==> src/rtl/muldiv_unit.sv <==
// muldiv_unit: iterative RV32M multiply/divide unit, one bit per cycle.
// In: clk_i, rst_i (sync, active-low), start_i, flush_i, funct3_i,
//     RS1data_i, RS2data_i, RDaddr_i.
// Out: busy_o, done_o, RDaddr_o, RDdata_o, RegWrite_o.
// Define MULDIV_DIV_EN to build the divider; otherwise ops 4-7
// finish immediately with no write-back.
module muldiv_unit #(
  parameter int XLEN = 32
) (
  input  logic            clk_i,
  input  logic            rst_i,
  input  logic            start_i,
  input  logic            flush_i,
  input  logic [2:0]      funct3_i,
  input  logic [XLEN-1:0] RS1data_i,
  input  logic [XLEN-1:0] RS2data_i,
  input  logic [4:0]      RDaddr_i,
  output logic            busy_o,
  output logic            done_o,
  output logic [4:0]      RDaddr_o,
  output logic [XLEN-1:0] RDdata_o,
  output logic            RegWrite_o
);

  localparam int CW = $clog2(XLEN);

  typedef enum logic [1:0] {
    IDLE,
    CALC,
    DONE
  } state_t;

  state_t r_state;
  state_t w_next;

  logic [2:0]      r_op;
  logic [XLEN-1:0] r_a;
  logic [XLEN-1:0] r_hi;
  logic [XLEN-1:0] r_lo;
  logic            r_neg;
  logic [4:0]      r_rd;
  logic [CW-1:0]   r_cnt;
  logic [4:0]      r_rd_q;
  logic [XLEN-1:0] r_data_q;
`ifdef MULDIV_DIV_EN
  logic            r_dz;
  logic [XLEN-1:0] r_rs1;
  logic [XLEN:0]   w_rsh;
  logic            w_ge;
  logic [XLEN-1:0] w_dif;
  logic [XLEN-1:0] w_rem_nx;
`endif

  logic              w_accept;
  logic              w_skip;
  logic              w_done;
  logic              w_a_sgn;
  logic              w_b_sgn;
  logic              w_neg;
  logic [XLEN-1:0]   w_mag_a;
  logic [XLEN-1:0]   w_mag_b;
  logic [XLEN:0]     w_sum;
  logic [2*XLEN-1:0] w_prod;
  logic [2*XLEN-1:0] w_pfix;
  logic [XLEN-1:0]   w_result;

  // Operand signedness per op; magnitudes feed the unsigned core.
  always_comb begin
    w_a_sgn = 1'b0;
    w_b_sgn = 1'b0;
    unique case (funct3_i)
      3'd1, 3'd4, 3'd6: begin
        w_a_sgn = RS1data_i[XLEN-1];
        w_b_sgn = RS2data_i[XLEN-1];
      end
      3'd2: w_a_sgn = RS1data_i[XLEN-1];
      default: ;
    endcase
  end

  // A remainder follows the dividend; everything else is sa^sb.
  assign w_neg = (funct3_i == 3'd6) ? w_a_sgn
                                    : (w_a_sgn ^ w_b_sgn);
  assign w_mag_a = w_a_sgn ? -RS1data_i : RS1data_i;
  assign w_mag_b = w_b_sgn ? -RS2data_i : RS2data_i;

`ifdef MULDIV_DIV_EN
  assign w_skip = 1'b0;
`else
  assign w_skip = funct3_i[2];
`endif

  assign w_accept = (r_state == IDLE) && start_i && !flush_i;

  always_comb begin
    w_next = r_state;
    unique case (r_state)
      IDLE: begin
        if (start_i) w_next = w_skip ? DONE : CALC;
      end
      CALC: begin
        if (r_cnt == CW'(XLEN-1)) w_next = DONE;
      end
      DONE:    w_next = IDLE;
      default: w_next = IDLE;
    endcase
    if (flush_i) w_next = IDLE;
  end

  always_ff @(posedge clk_i) begin
    if (!rst_i) r_state <= IDLE;
    else        r_state <= w_next;
  end

  // Shift-add step: add multiplicand on LSB, shift {hi,lo} right.
  assign w_sum = {1'b0, r_hi}
               + (r_lo[0] ? {1'b0, r_a} : '0);

`ifdef MULDIV_DIV_EN
  // Restoring step: shift dividend MSB into the remainder,
  // subtract divisor when it fits, quotient bit enters lo.
  assign w_rsh    = {r_hi, r_lo[XLEN-1]};
  assign w_ge     = (w_rsh >= {1'b0, r_a});
  assign w_dif    = w_rsh[XLEN-1:0] - r_a;
  assign w_rem_nx = w_ge ? w_dif : w_rsh[XLEN-1:0];
`endif

  always_ff @(posedge clk_i) begin
    if (!rst_i) begin
      r_op     <= '0;
      r_a      <= '0;
      r_hi     <= '0;
      r_lo     <= '0;
      r_neg    <= 1'b0;
      r_rd     <= '0;
      r_cnt    <= '0;
      r_rd_q   <= '0;
      r_data_q <= '0;
`ifdef MULDIV_DIV_EN
      r_dz     <= 1'b0;
      r_rs1    <= '0;
`endif
    end else begin
      if (w_accept) begin
        r_op  <= funct3_i;
        r_rd  <= RDaddr_i;
        r_neg <= w_neg;
        r_cnt <= '0;
        r_hi  <= '0;
`ifdef MULDIV_DIV_EN
        r_dz  <= (RS2data_i == '0);
        r_rs1 <= RS1data_i;
        if (funct3_i[2]) begin
          r_a  <= w_mag_b;
          r_lo <= w_mag_a;
        end else begin
          r_a  <= w_mag_a;
          r_lo <= w_mag_b;
        end
`else
        r_a   <= w_mag_a;
        r_lo  <= w_mag_b;
`endif
      end else if (r_state == CALC) begin
        r_cnt <= r_cnt + CW'(1);
`ifdef MULDIV_DIV_EN
        if (r_op[2]) begin
          r_hi <= w_rem_nx;
          r_lo <= {r_lo[XLEN-2:0], w_ge};
        end else begin
          r_hi <= w_sum[XLEN:1];
          r_lo <= {w_sum[0], r_lo[XLEN-1:1]};
        end
`else
        r_hi  <= w_sum[XLEN:1];
        r_lo  <= {w_sum[0], r_lo[XLEN-1:1]};
`endif
      end
      if (w_done) begin
        r_rd_q   <= r_rd;
        r_data_q <= w_result;
      end
    end
  end

  // Sign fix-up happens here, in the DONE cycle.
  always_comb begin
    w_prod   = {r_hi, r_lo};
    w_pfix   = r_neg ? -w_prod : w_prod;
    w_result = '0;
    unique case (r_op)
      3'd0:             w_result = w_pfix[XLEN-1:0];
      3'd1, 3'd2, 3'd3: w_result = w_pfix[2*XLEN-1:XLEN];
`ifdef MULDIV_DIV_EN
      3'd4, 3'd5: begin
        if (r_dz)       w_result = '1;
        else if (r_neg) w_result = -r_lo;
        else            w_result = r_lo;
      end
      3'd6, 3'd7: begin
        if (r_dz)       w_result = r_rs1;
        else if (r_neg) w_result = -r_hi;
        else            w_result = r_hi;
      end
`endif
      default: w_result = '0;
    endcase
  end

  // A flush or reset landing in DONE kills the pulse.
  assign w_done   = (r_state == DONE) && !flush_i && rst_i;
  assign done_o   = w_done;
  assign busy_o   = (r_state != IDLE);
  assign RDaddr_o = w_done ? r_rd : r_rd_q;
  assign RDdata_o = w_done ? w_result : r_data_q;
`ifdef MULDIV_DIV_EN
  assign RegWrite_o = w_done && (r_rd != '0);
`else
  assign RegWrite_o = w_done && (r_rd != '0) && !r_op[2];
`endif

endmodule

==> config.mk <==
export PLATFORM = sky130hd
export DESIGN_NAME = muldiv_unit
export DESIGN_NICKNAME = d
export VERILOG_FILES = /design/src/rtl/muldiv_unit.sv
export SDC_FILE = /design/constraint.sdc
export NUM_CORES = 1
export LEC_CHECK = 0
export ABC_CLOCK_PERIOD_IN_PS = 4750
export CAP_MARGIN = 25
export CORE_MARGIN = 3
export CORE_UTILIZATION = 40
export DETAILED_ROUTE_END_ITERATION = 12
export GPL_TIMING_DRIVEN = 0
export PLACE_DENSITY = 0.59
export RECOVER_POWER = 25
export SLEW_MARGIN = 20
export SYNTH_ARGS = -nofsm -noshare
export SYNTH_HDL_FRONTEND = slang
export SYNTH_SLANG_ARGS = --single-unit
export TNS_END_PERCENT = 5
==> constraint.sdc <==
create_clock -name clk_i -period 4.75 [get_ports clk_i]
set_input_delay 0.95 -clock clk_i [delete_from_list [all_inputs] [get_ports clk_i]]
set_output_delay 0.95 -clock clk_i [all_outputs]
set_load 0.03 [all_outputs]
Word-level counts from Yosys, hierarchy flattened
Index checks and enable logic that the tools add are counted.
W data, S select, Z words.
{"block": "classes", "div": 0, "magnitude_cmp": 0, "mux": 16, "eq_ne": 12, "n_bitwise": 2, "mul": 0, "n_shift": 0, "n_reduce_logical": 19, "add_sub_neg": 5}
{"cell": "$mux W32", "count": 6}
{"cell": "$mux W64", "count": 1}
{"cell": "$neg A32 Y32", "count": 2}
{"cell": "$neg A64 Y64", "count": 1}
{"cell": "$pmux W32 S2", "count": 1}
{"cell": "$add A32 B32 Y33", "count": 1}
{"cell": "$eq A3 B2 Y1 const B", "count": 3}
{"cell": "$eq A3 B1 Y1 const B", "count": 2}
{"cell": "$eq A3 B3 Y1 const B", "count": 2}
{"cell": "$logic_and A1 B1 Y1", "count": 6}
{"cell": "$mux W2", "count": 3}
{"cell": "$reduce_or A3 Y1", "count": 2}
{"cell": "$add A5 B1 Y5 const B", "count": 1}
{"cell": "$eq A5 B5 Y1 const B", "count": 1}
{"cell": "$mux W5", "count": 1}
{"cell": "$reduce_bool A5 Y1", "count": 1}
{"cell": "$ne A2 B2 Y1 const B", "count": 2}
{"cell": "$pmux W2 S2", "count": 1}
{"cell": "$reduce_bool A2 Y1", "count": 2}
{"cell": "$reduce_or A2 Y1", "count": 2}
{"cell": "$reduce_or A4 Y1", "count": 1}
{"cell": "$logic_not A3 Y1", "count": 1}
{"cell": "$mux W1", "count": 3}
{"cell": "$eq A2 B1 Y1 const B", "count": 1}
{"cell": "other kinds (6)", "count": 7}
{"block": "totals", "latchBits": 0, "in_bits": 76, "wordCells": 64, "regBits": 149, "mem_bits_rw": 0, "memories": 0, "out_inout_bits": 40, "romBits": 0}

Longest topological paths before layout
Gate-level depths: netlist of run 1.
{"block": "logic_depth", "word_depth": 5, "mapped_depth": 13}

Worst setup path before layout of run 1
Ideal clock, no wire load.
{"block": "synth_timing", "kind": "register -> output", "startpoint": "register r_lo[0]", "endpoint": "output port RDdata_o[0]", "path_stages_with_launch": 12, "setup_slack_ns": 0.756, "path_buffers": 2, "t_arrival_ns": 3.044, "cell_sequence": "dfxtp_1 > clkbuf_1 > clkbuf_1 > inv_1 > ha_1 > or4b_2 > nor2_1 > nand4_1 > o31ai_1 > xnor2_1 > a22oi_1 > o21ai_0"}
{"block": "synth_via", "elab_chain_cells": 4}
{"item": "from (decl)", "line": "39", "rtl": "logic [XLEN-1:0] r_lo;"}
{"item": "from (signal assigned)", "line": "162", "rtl": "r_lo <= w_mag_b;"}
{"item": "from (signal assigned)", "line": "176", "rtl": "r_lo <= {w_sum[0], r_lo[XLEN-1:1]};"}
{"item": "$neg A64 Y64", "line": "189", "rtl": "w_pfix = r_neg ? -w_prod : w_prod;"}
{"item": "$mux W64 *", "line": "189"}
{"item": "$pmux W32 S2 *", "line": "191", "rtl": "unique case (r_op)"}
{"item": "$mux W32 *"}
{"item": "to (decl)", "line": "21", "rtl": "output logic [XLEN-1:0] RDdata_o,"}
Every way passes the cells marked *; elsewhere a longest branch is shown, timed or not.

Worst setup path in the final report of run 1
{"block": "layout_timing", "startpoint": "register r_lo[24]", "endpoint": "output port RDdata_o[25]"}
{"block": "layout_via", "elab_chain_cells": 4}
{"item": "$neg A64 Y64", "line": "189"}
{"item": "$mux W64", "line": "189"}
{"item": "$pmux W32 S2", "line": "191"}
{"item": "$mux W32"}
Every way passes these cells.

==> results of run 1 <==
==> routing by layer <==
layer	part of all wire, %	GRT usage [%]	vias up
met3	6.9	4.379	58
met1	47	36.30	5161
li1	-	-	5323
met2	43	38.71	397
met5	0	0	-
met4	3.0	8.535	0
==> logic make-up (layout without fill, tap and decap cells) <==
family | count (synthesis) | count (layout) | share of synthesized area, %
AND/OR/NAND/NOR | 572 | 572 | 26.39
AO/OA/AOI/OAI | 376 | 376 | 24.08
flip-flops | 149 | 149 | 27.91
XOR/XNOR | 127 | 127 | 10.41
buffers and inverters | 106 | 255 | 3.829
adder cells (fa/ha/maj) | 38 | 38 | 4.519
multiplexers | 30 | 30 | 2.857
other | 0 | 1 | 0
==> worst min path at each step <==
stage,from,to,cells after the start
global route,r_a[31],r_a[31],2
floorplan,r_a[31],r_a[31],2
global placement,r_a[21],r_a[21],2
detailed placement,r_a[21],r_a[21],2
CTS,r_a[22],r_a[22],2
finish,r_a[21],r_a[21],2
==> flip-flops by register name (all words and copies together), names as in the netlist <==
name      cells
r_lo         32
r_rd_q        5
r_data_q     32
r_state       2
r_a          32
r_hi         32
r_cnt         5
r_rd          5
r_op          3
r_neg         1
==> final cells by class <==
type | count | area [um2]
Antenna cell | 1 | 2.502
Clock inverter | 12 | 142.6
Buffer | 89 | 346.6
Tap cell | 335 | 419.2
Inverter | 16 | 60.06
Multi-Input combinational cell | 1143 | 7391
Sequential cell | 149 | 2984
Clock buffer | 20 | 446.7
Fill cell | 2614 | 13200
Timing Repair Buffer | 118 | 1145
==> repair_timing <==
item                       in CTS  in global routing
pin swaps                       4                  1
hold buffers                    0                  0
setup buffers                   1                  2
setup endpoints to repair      31                 24
resized for setup              41                 17
==> placed cells by master, fill, tap and decap left out, types with 12 or more instances in the layout <==
cell type / instances
dlygate4sd2_1: 21
o21ai_0: 72
nor4_1: 15
nand2_1: 216
nor3b_1: 14
o211a_1: 36
inv_1: 16
nor2_1: 82
ha_1: 37
a21boi_0: 12
dfxtp_1: 148
o31ai_1: 26
xnor2_1: 59
and3_1: 12
xor2_1: 68
nor3_1: 26
mux2i_1: 26
a21o_1: 16
nand3_1: 49
clkbuf_1: 79
a21oi_1: 87
or3_1: 15
or4_1: 14
and2_1: 67
o41ai_1: 13
clkdlybuf4s50_1: 83
clkbuf_16: 17
==> worst reg2reg max path, delay by kind of cell (launching register included) <==
family | cells | cell delay, ns
AOI/OAI and AO/OA | 8 | 2.17
buffers and inverters | 1 | 0.19
DFF | 1 | 0.39
adders and majority gates | 2 | 0.67
and+or+nand+nor | 1 | 0.18
==> power breakdown <==
part           leakage (nW)  switching, mW  internal [mW]
clock                 0.275          0.598          0.798
combinational          3.96          0.428          0.273
sequential             1.21         0.0556           1.30
total                  5.45           1.08           2.37
==> results.tsv, run 1 <==
stage	metric	value	unit
detailed_routing	vias per inst	5.809	
yosys	asr flop ratio synth	0	%
detailed_routing	Detail Route Antenna Nets	0	
sta	Final Hold Fails	0	
global_routing	initial antenna violation count	1	
clock_network	CTS tree	yes	
yosys	largest area contributor in the netlist	dfxtp_1	
floorplanning	die width	169.5	um
global_routing	vias in the first global route	10130	
sta	endpoints failing setup	0	
detailed_routing	first-iteration detailed-routing DRC count	962	
yosys	EDFF count, synth	0	
floorplanning	Core Footprint	26130	um2
critical_path	Worst setup endpoint	RDdata_o[25]	
floorplanning	Rows	59	
clock_network	Clock Path Buffers	2	
critical_path	flop2flop setup slack	1.06	ns
power_and_ir_drop	Peak VDD IR	0.2344	mV
sta	Hold WS	0.4538	ns
yosys	Post-Synthesis Cells	1398	
yosys	ys flop type	dfxtp_1	
power_and_ir_drop	LEAKAGE	5.448	nW
outcome	status	finished, final reports clean	
yosys	Post-synth top cells	nand2_1 (216), dfxtp_1 (149), a21oi_1 (88)	
yosys	post-synth top area share	27.91	%
critical_path	R2R cell count	12	
sta	Worst Skew	0.01259	ns
yosys	top-count cell post-synth	nand2_1	
critical_path	crit path launch	r_lo[24]	
sta	RSZ-0062 raised after global routing	yes	
critical_path	CP max FO	10	
placed_design	post-placement cell area	12260	um2
placed_design	post-DP HPWL	29030	um
yosys	Synth area leaders	dfxtp_1 (28%), nand2_1 (7.6%), xor2_1 (5.6%)	
sta	final worst slack	0.02249	ns
yosys	syn_area_per_cell	7.644	um2
global_routing	first-pass GRT wire length	57090	um
critical_path	worst-path cell chain	or4_4, or3_1, or3_4, buf_6, or2_1, o21ai_1, xnor2_1, a221oi_2, nor2_1, dlygate4sd2_1	
worst_hold_path	Tightest Hold Check Type	reg2reg	
yosys	Synthesized Nets	1512	
finish	Final Cell Area	12940	um2
sta	Tmin final	4.728	ns
detailed_routing	vias post-DR	10940	
power_and_ir_drop	total power	3.451	mW
global_routing	GRT overflow	0	
critical_path	Critical Path AT	3.78	ns
placed_design	pre-CTS setup slack	-0.3070	ns
sta	Max Slew Vio Count	0	
yosys	Yosys warnings	0	
critical_path	CP Buf/Inv Count	2	
critical_path	CP max stage delay	0.60	ns
critical_path	reg-to-reg critical path startpoint	r_lo[0]	
critical_path	crit end category	output pin	
placed_design	Port Buf Inserts	115	
critical_path	Critical Path RT	3.80	ns
floorplanning	die footprint	28710	um2
finish	Area Growth Syn to Fin	21.06	%
critical_path	cell family with most CP delay	simple AND/OR/NAND/NOR gates	
global_routing	gr usage total	25.36	%
global_routing	largest net degree at the start of global routing	17	
critical_path	Critical-path top delay cell	or4_4	
detailed_routing	total wire length	37190	um
run	max-cap violations	0	
sta	Final period util	99.53	%
floorplanning	io pins	116	
finish	layout cell share with drive strength beyond 1	5.171	%
detailed_routing	WL/cell	19.75	um
clock_network	worst skew pair latency	0.43	ns
detailed_routing	Initial DRT Pass Iterations	8	
critical_path	RR Endpoint	r_hi[29]	
yosys	number of unique standard cell types used by synthesis	76	
floorplanning	initial core utilization	40.89	%
finish	nets	1648	
detailed_routing	residual DRC count	0	
floorplanning	Die Y	169.5	um
finish	final cell count without fillers	1883	
critical_path	CP Class	reg2out	
critical_path	Setup crit start kind	register	
placed_design	Final Wtd Congestion	0.9805	
clock_network	CTS Sinks	149	
finish	Final Util	49.51	%
sta	worst rel slew slack	39.66	%
clock_network	root buf cell	clkbuf_16	
sta	Worst Tran Pin Value	0.8968	ns
yosys	sequential area share after synthesis	27.91	%
placed_design	placed cell count	1848	
sta	Fin Setup TNS	0	ns
sta	Max Fclk	211.5	MHz
yosys	Cell Area, Synth	10690	um2
power_and_ir_drop	Power Density	266.7	nW/um2
clock_network	clock slew at reported path FFs	0.06	ns
yosys	#FFs+latches synth	149	
clock_network	number of CTS-inserted buffers	17	
clock_network	H-tree levels	4	
critical_path	Critical Path Stages	10	
Power figures use the tool's default switching activity.
==> inputs of run 2 (changes only) <==
--- a/config.mk
+++ b/config.mk
@@ -9,6 +9,7 @@
 export CAP_MARGIN = 25
 export CORE_MARGIN = 3
 export CORE_UTILIZATION = 40
+export CTS_CLUSTER_SIZE = 24
 export DETAILED_ROUTE_END_ITERATION = 12
 export GPL_TIMING_DRIVEN = 0
 export PLACE_DENSITY = 0.59
==> results of run 2 <==
The final DEF is identical to that of run 1; final timing and power are the same.
